File: config.mk
export PLATFORM = sky130hd
export DESIGN_NAME = dma_controller
export DESIGN_NICKNAME = d
export VERILOG_FILES = /design/src/rtl/pdh_dma_pkg.sv /design/src/rtl/edge_rise.sv /design/src/rtl/dma_controller.sv
export SDC_FILE = /design/constraint.sdc
export NUM_CORES = 1
export LEC_CHECK = 0
export BUFFER_PORTS_ARGS = -buffer_cell sky130_fd_sc_hd__buf_4
export CAP_MARGIN = 25
export CORE_MARGIN = 2
export CORE_UTILIZATION = 30
export CTS_CLUSTER_SIZE = 40
export DETAILED_ROUTE_END_ITERATION = 8
export PLACE_DENSITY_LB_ADDON = 0.25
export SETUP_SLACK_MARGIN = 0.4
export SYNTH_ARGS = -nofsm -noshare
export SYNTH_HDL_FRONTEND = slang
export SYNTH_SLANG_ARGS = --single-unit
export TNS_END_PERCENT = 10
File: constraint.sdc
create_clock -name aclk -period 4.5 [get_ports aclk]
set_clock_uncertainty 0.1 [all_clocks]
set_input_delay 0.9 -clock aclk [delete_from_list [all_inputs] [get_ports aclk]]
set_output_delay 0.9 -clock aclk [all_outputs]
set_load 0.02 [all_outputs]
File: src/rtl/pdh_dma_pkg.sv
// Shared types and AXI constants for the PDH sample DMA master.
package pdh_dma_pkg;

  typedef enum logic [1:0] {
    ST_IDLE = 2'd0,
    ST_ADDR = 2'd1,
    ST_DATA = 2'd2,
    ST_RESP = 2'd3
  } dma_state_e;

  localparam int BURST_BEATS = 16;
  localparam int BEAT_BYTES  = 8;
  localparam int BURST_BYTES = BURST_BEATS * BEAT_BYTES;

  localparam logic [3:0] AXI_LEN_16     = 4'(BURST_BEATS - 1);
  localparam logic [2:0] AXI_SIZE_8B    = 3'b011;
  localparam logic [1:0] AXI_BURST_INCR = 2'b01;
  localparam logic [7:0] AXI_STRB_ALL   = 8'hFF;
  localparam logic [3:0] LAST_BEAT      = 4'(BURST_BEATS - 1);

  // Ring pointer step; the wrap compare assumes BUF_BYTES is a multiple of a burst.
  function automatic logic [31:0] next_ptr(input logic [31:0] ptr,
                                           input logic [31:0] base,
                                           input logic [31:0] bytes);
    logic [31:0] step;
    step = ptr + 32'(BURST_BYTES);
    return (step == base + bytes) ? base : step;
  endfunction

endpackage

File: src/rtl/edge_rise.sv
// Registered rising-edge detector: q pulses for one cycle after d goes 0->1.
module edge_rise (
  input  logic clk,
  input  logic rst,
  input  logic d,
  output logic q
);

  logic d_q;

  always_ff @(posedge clk) begin
    if (rst) begin
      d_q <= 1'b0;
      q   <= 1'b0;
    end else begin
      d_q <= d;
      q   <= d & ~d_q;
    end
  end

endmodule

File: src/rtl/dma_controller.sv
// Write-only AXI DMA master: one 16x64-bit INCR burst per enable_i rising edge into a DDR ring.
//   state   | meaning
//   IDLE    | waiting for a synchronized enable_i rising edge
//   ADDR    | awvalid held until the address is accepted
//   DATA    | streaming 16 beats, fresh data_i sample per accepted beat
//   RESP    | bready held until the write response arrives
import pdh_dma_pkg::*;

module dma_controller #(
  parameter logic [31:0] BASE_ADDR = 32'h1E00_0000,
  parameter logic [31:0] BUF_BYTES = 32'h0010_0000
) (
  input  logic        aclk,
  input  logic        rst_i,
  output logic [31:0] m_axi_awaddr,
  output logic        m_axi_awvalid,
  input  logic        m_axi_awready,
  output logic [3:0]  m_axi_awlen,
  output logic [2:0]  m_axi_awsize,
  output logic [1:0]  m_axi_awburst,
  output logic [63:0] m_axi_wdata,
  output logic        m_axi_wvalid,
  input  logic        m_axi_wready,
  output logic [7:0]  m_axi_wstrb,
  output logic        m_axi_wlast,
  input  logic        m_axi_bvalid,
  output logic        m_axi_bready,
  input  logic [1:0]  m_axi_bresp,
  input  logic        enable_i,
  input  logic [63:0] data_i,
  output logic        finished_o,
  output logic        engaged_o
);

  dma_state_e  state;
  logic [31:0] ptr;
  logic [3:0]  beat;
  logic        enable_meta_w;
  logic        enable_sync_w;
  logic        trigger;
  logic        b_done;

  assign m_axi_awlen   = AXI_LEN_16;
  assign m_axi_awsize  = AXI_SIZE_8B;
  assign m_axi_awburst = AXI_BURST_INCR;
  assign m_axi_wstrb   = AXI_STRB_ALL;
  assign engaged_o     = (state != ST_IDLE);

  // Any response code completes the burst; bresp is folded in only so it is not left dangling.
  assign b_done = m_axi_bvalid & m_axi_bready & ((|m_axi_bresp) | ~(|m_axi_bresp));

  always_ff @(posedge aclk) begin
    if (rst_i) begin
      enable_meta_w <= 1'b0;
      enable_sync_w <= 1'b0;
    end else begin
      enable_meta_w <= enable_i;
      enable_sync_w <= enable_meta_w;
    end
  end

  edge_rise u_edge_rise (
    .clk (aclk),
    .rst (rst_i),
    .d   (enable_sync_w),
    .q   (trigger)
  );

  always_ff @(posedge aclk) begin
    if (rst_i) begin
      state         <= ST_IDLE;
      ptr           <= BASE_ADDR;
      beat          <= 4'd0;
      m_axi_awaddr  <= BASE_ADDR;
      m_axi_awvalid <= 1'b0;
      m_axi_wdata   <= 64'd0;
      m_axi_wvalid  <= 1'b0;
      m_axi_wlast   <= 1'b0;
      m_axi_bready  <= 1'b0;
      finished_o    <= 1'b0;
    end else begin
      unique case (state)
        ST_IDLE: begin
          if (trigger) begin
            m_axi_awaddr  <= ptr;
            m_axi_awvalid <= 1'b1;
            finished_o    <= 1'b0;
            state         <= ST_ADDR;
          end
        end
        ST_ADDR: begin
          if (m_axi_awready) begin
            m_axi_awvalid <= 1'b0;
            m_axi_wvalid  <= 1'b1;
            m_axi_wdata   <= data_i;
            m_axi_wlast   <= 1'b0;
            beat          <= 4'd0;
            state         <= ST_DATA;
          end
        end
        ST_DATA: begin
          if (m_axi_wready) begin
            if (beat == LAST_BEAT) begin
              m_axi_wvalid <= 1'b0;
              m_axi_wlast  <= 1'b0;
              m_axi_bready <= 1'b1;
              state        <= ST_RESP;
            end else begin
              beat        <= beat + 4'd1;
              m_axi_wdata <= data_i;
              m_axi_wlast <= (beat == LAST_BEAT - 4'd1);
            end
          end
        end
        ST_RESP: begin
          if (b_done) begin
            m_axi_bready <= 1'b0;
            finished_o   <= 1'b1;
            ptr          <= next_ptr(ptr, BASE_ADDR, BUF_BYTES);
            state        <= ST_IDLE;
          end
        end
        default: state <= ST_IDLE;
      endcase
    end
  end

endmodule

Word-level counts from Yosys, hierarchy flattened
Cells that the tools add are included.

Register bits: 143. Input port bits: 72. Logic and storage cells: 78.

Add/subtract/negate cells: 2. Equality and inequality tests: 12. Multiplexer cells: 32. Bitwise operators: 3. Reduce and logical (&&, ||, !) cells: 15.

Operators with widths (count): two-way mux 64 bit (3); one-hot mux 64 bit (2 select lines) (1); adder 32 x 8 -> 32 bit, second input constant (1); equality test 32 x 29 -> 1 bit, second input constant (1); two-way mux 32 bit (1); two-way mux 1 bit (12); two-way mux 4 bit (3); AND reduction 4 bit (3); two-way mux 2 bit (5); != test 2 bit, second input constant (5); one-hot mux 1 bit (2 select lines) (5); nonzero test 2 bit (5); AND reduction 3 bit (3); equality test 4 bit, second input constant (2); one-hot mux 2 bit (4 select lines) (1); one-hot mux 4 bit (2 select lines) (1); AND reduction 5 bit (1); adder 4 x 1 -> 4 bit, second input constant (1); equality test 2 bit, second input constant (2); AND reduction 2 bit (2); AND 1 bit (2); equality test 2 x 1 -> 1 bit, second input constant (1); logical NOT 2 bit (1); != test 2 x 1 -> 1 bit, second input constant (1); inverter 1 bit (1).

Logic depth before layout (Yosys ltp)
Depth after elaboration: 4. Mapped depth: 9.

Modules after synthesis
Synthesis repeated with hierarchy kept, for this count alone.

Cell total of the unflattened synthesis: 694. Area, all modules: 5484.0 um2.

Modules (own cells, without submodules): dma_controller (times used 1, cells each 690, area an instance 5425.2 um2, seq. area each 2542.4 um2); edge_rise (times used 1, cells each 4, area an instance 58.8 um2, seq. area each 40.0 um2).

Least setup slack after synthesis
Ideal clock, no wire load.

Kind: input to register. Start: input port m_axi_awready. End: register m_axi_wdata[32]. Setup time: 70 ps. Arrival: 2061 ps. Data required time: 4330 ps. Setup slack: 2268 ps. Cell stages on the path: 7. Cell sequence: nand2b_1 -> o21ai_0 -> a21o_1 -> clkbuf_1 -> clkbuf_1 -> nand2_1 -> a21oi_1.

Cells in the longest elaborated chain, start to end: 2.

Ends and longest elaborated chain: start: declaration (RTL line dma_controller.sv:17) `input logic m_axi_awready,`; != test 2 bit (no source line); AND reduction 4 bit (no source line); end signal: assignment (RTL line dma_controller.sv:95) `m_axi_wdata <= data_i;`; end signal: assignment (RTL line dma_controller.sv:110) `m_axi_wdata <= data_i;`; end: declaration (RTL line dma_controller.sv:21) `output logic [63:0] m_axi_wdata,`.

Every way passes these cells. A chain may end at the register's enable or synchronous reset.

Final worst setup path
Start: register state[0]. End: register m_axi_wdata[60].

Cells in the longest elaborated chain, start to end: 3. Elaborated cells between the ends (all ways): 8. Those cells by class: eq/ne: 5; mux: 1; reduce/logical: 2.

Ends and longest elaborated chain: start: declaration (RTL line dma_controller.sv:35) `dma_state_e state;`; start signal: assignment (RTL line dma_controller.sv:71) `state <= ST_IDLE;`; start signal: assignment (RTL line dma_controller.sv:88) `state <= ST_ADDR;`; start signal: assignment (RTL line dma_controller.sv:98) `state <= ST_DATA;`; equality test 2 bit / equality test 2 x 1 -> 1 bit (equally long branches) (RTL line dma_controller.sv:82) `unique case (state)`; != test 2 bit (no source line) / nonzero test 2 bit (equally long branches); AND reduction 4 bit (no source line).

Several ways; a longest one is shown, not always the timed one.

==> flow_summary.toml <==
[timing]
post-route-min-period_ns = 2.61
finalSetupViolations = 0
slew_headroom_pct = 36.9
final_hold_viol_count = 0
fin_crit_sh_pct = 58.1
max_freq_mhz = 382
rsz0062_at_grt = "no"
fin_setup_tns_ns = 0
worstMarginPinSlew_ns = 0.944
slew_viol_final = 0

[critical_path]
critPathBufInv = 2
critPathTopFamily = "compound AO/OA/AOI/OAI gates"
start_kind = "flip-flop"
crit_chain = "inv_1 -> ha_1 -> o21ai_0 -> a21o_2 -> buf_4 -> nand2_1 -> a21oi_1"
ff2ff_path_depth = 7
cp.arrival_ns = 2.86
end_kind = "flip-flop"
crit_fanout = 48
slowest_stage = "buf_4"
required_ns = 4.75
cpPeakStageDelay_ns = 0.52
crit_cells = 7
crit_type = "reg -> reg"

[clock_network]
numCtsBuffers = 17
clk_path_buf_depth = 2
clock-sinks = 129
cts_tree = "done"
clkTransAtPathRegs_ns = 0.06
h-tree-depth = 4
cts_setup_buffers = 0
postCtsHoldBufs = 0
clock_latency_ns = 0.42
cts-root-buf = "clkbuf_16"
post_cts_resized = 0

[placement]
port_buffers = 164
place_hpwl_um = 9790
routabilityCongestion = 0.767
dpl.cell_count = 1036

[yosys]
ys_warn_count = 0
ys_async_sr_fraction_pct = 0
ys_seq_area_share_pct = 46.9
avgSynthCellArea_um2 = 8.04
ys_ff_latch = 129
synth_flop_cell = "dfxtp_1"
synth_cells = 685
synth-edff-count = 0
synth_cell_type_count = 50
netlist_area_mm2 = 0.00551

[job]
timing.max_cap.violations = 0

[routing]
routed_via_density = 4.51
drt-total-wl_um = 14300
drtIter0Drc = 252
wire_per_inst_um = 13.4
drc_errors = 0
ant_nets = 0
route.vias.total = 4816
dr.pass1.iters = 4

[global_routing]
grt_pass1_wl_um = 23500
gr-total-overflow = 0
antenna_found_initial = 0
grt_pass1_vias = 4593
grt_max_degree = 81
grt_usage_pct = 15.0

[floorplanning]
die_area_mm2 = 0.0195
io_pins = 191
std_cell_rows = 49
core_area_mm2 = 0.0180
start_util_pct = 30.7
die_h_um = 139
die-width_um = 139

[power]
power.density_mw_per_mm2 = 526
leakagePower_nw = 3.03
peakVddDrop_mv = 0.252

[worst_hold_path]
min_path_cells = 1
worst_hold_path_type = "reg -> reg"

[final_layout]
antenna_cells = 0
layout.cells.non_filler = 1067
drive_gt1_share_pct = 25.5
area_delta_synth_final_pct = 33.5
fin_nets = 905

[outcome]
status = "finished, final reports clean"
## sequential cells by signal, summed over array words and instances, names as in the netlist
signal	count
m_axi_wvalid	1
enable_meta_w	1
m_axi_wlast	1
m_axi_awaddr	25
enable_sync_w	1
u_edge_rise.d_q	1
beat	4
m_axi_bready	1
finished_o	1
ptr	25
u_edge_rise.q	1
m_axi_wdata	64
state	2
m_axi_awvalid	1
## through the flow
stage	setup slack (ns)	total power, mW	hold WS [ns]	area [um^2]	util (%)
floorplan	2.27	2.03	0.267	5590	-
global placement	1.59	2.48	0.271	6740	37.5
detailed placement	1.57	2.48	0.272	6740	37.5
CTS	1.87	3.93	0.279	7350	40.9
global route	1.59	4.08	0.292	7350	40.9
finish	1.89	3.87	0.279	7350	40.9
## metal layers
metal / wire, um / share of wire [%] / global-route usage [%] / vias to the layer above
met5: 0 / 0 / 0 / -
met4: 167 / 1.2 / 4.63 / 0
met3: 1260 / 8.8 / 6.92 / 14
met2: 6330 / 44 / 22.5 / 160
met1: 6570 / 46 / 19.1 / 2138
li1: - / - / - / 2504
## cell type report
class | count | area (um^2)
timing repair buffer | 171 | 1280
fill | 1826 | 10600
multi-input combinational | 499 | 2560
tap | 229 | 287
clock inverter | 12 | 158
sequential | 129 | 2580
clock buffer | 19 | 453
inverter | 8 | 30.0
## power by group
part	internal (mW)	total (mW)	switching, mW
clock	0.900	1.42	0.525
sequential	1.33	1.42	0.0962
combinational	0.396	1.02	0.626
## worst paths after layout
| path | start | end | slack (ns) |
|---|---|---|---|
| worst max-delay path | state[0]$_SDFFE_PP0P_ | m_axi_wdata[60]$_SDFFE_PP0P_ | 1.89 |
| worst min-delay path | u_edge_rise.d_q$_SDFF_PP0_ | u_edge_rise.q$_SDFF_PP0_ | 0.28 |
| worst max register to register | state[0]$_SDFFE_PP0P_ | m_axi_wdata[60]$_SDFFE_PP0P_ | 1.89 |
| worst min register to register | u_edge_rise.d_q$_SDFF_PP0_ | u_edge_rise.q$_SDFF_PP0_ | 0.28 |
## cells in the mapped netlist, drive strengths merged (2+ instances only)
cell type  number  share of area [%]
nor3           11                1.0
a21oi          98                8.9
and2            3               0.36
dfxtp         129                 47
clkbuf         34                3.3
buf            36                4.4
ha              7                1.6
a31oi           5               0.57
or3             3               0.36
nand3          11                1.2
nor2b           4               0.45
o21ai           8               0.73
nor2           35                2.4
nand2         202                 14
a41oi           2               0.32
nand3b          3               0.41
a211oi          4               0.55
nor4            7                1.3
nand2b          6               0.68
and3            4               0.45
xor2           19                3.0
conb            2               0.14
and4            3               0.50
nand4          15                2.0
xnor2          12                1.9
inv             8               0.55
## kinds of logic after synthesis
family                     share of synthesized area, %
and+or+nand+nor                                    25.4
DFF                                                46.9
AOI/OAI and AO/OA                                  12.4
buffers and inverters                              8.41
xor gates and xnor gates                           4.93
adders and majority gates                          1.59
other                                             0.136
muxes                                             0.182
## cells in the final DEF, fill, tap and decap left out, types with 3 or more instances in the layout
cell type	n
nor2b_1	4
o21ai_0	8
nor3_1	11
nand3_1	9
xnor2_1	12
nor4_1	5
dfxtp_1	129
nand2_1	202
nand3b_1	3
conb_1	24
buf_4	171
clkbuf_16	17
and3_1	4
nand2b_1	6
a31oi_1	5
nor2_1	35
ha_1	7
nand4_1	14
inv_1	8
a21oi_1	97
a211oi_1	4
clkinvlp_4	3
xor2_1	19
bufinv_16	3
(Power assumes the default switching activity.)
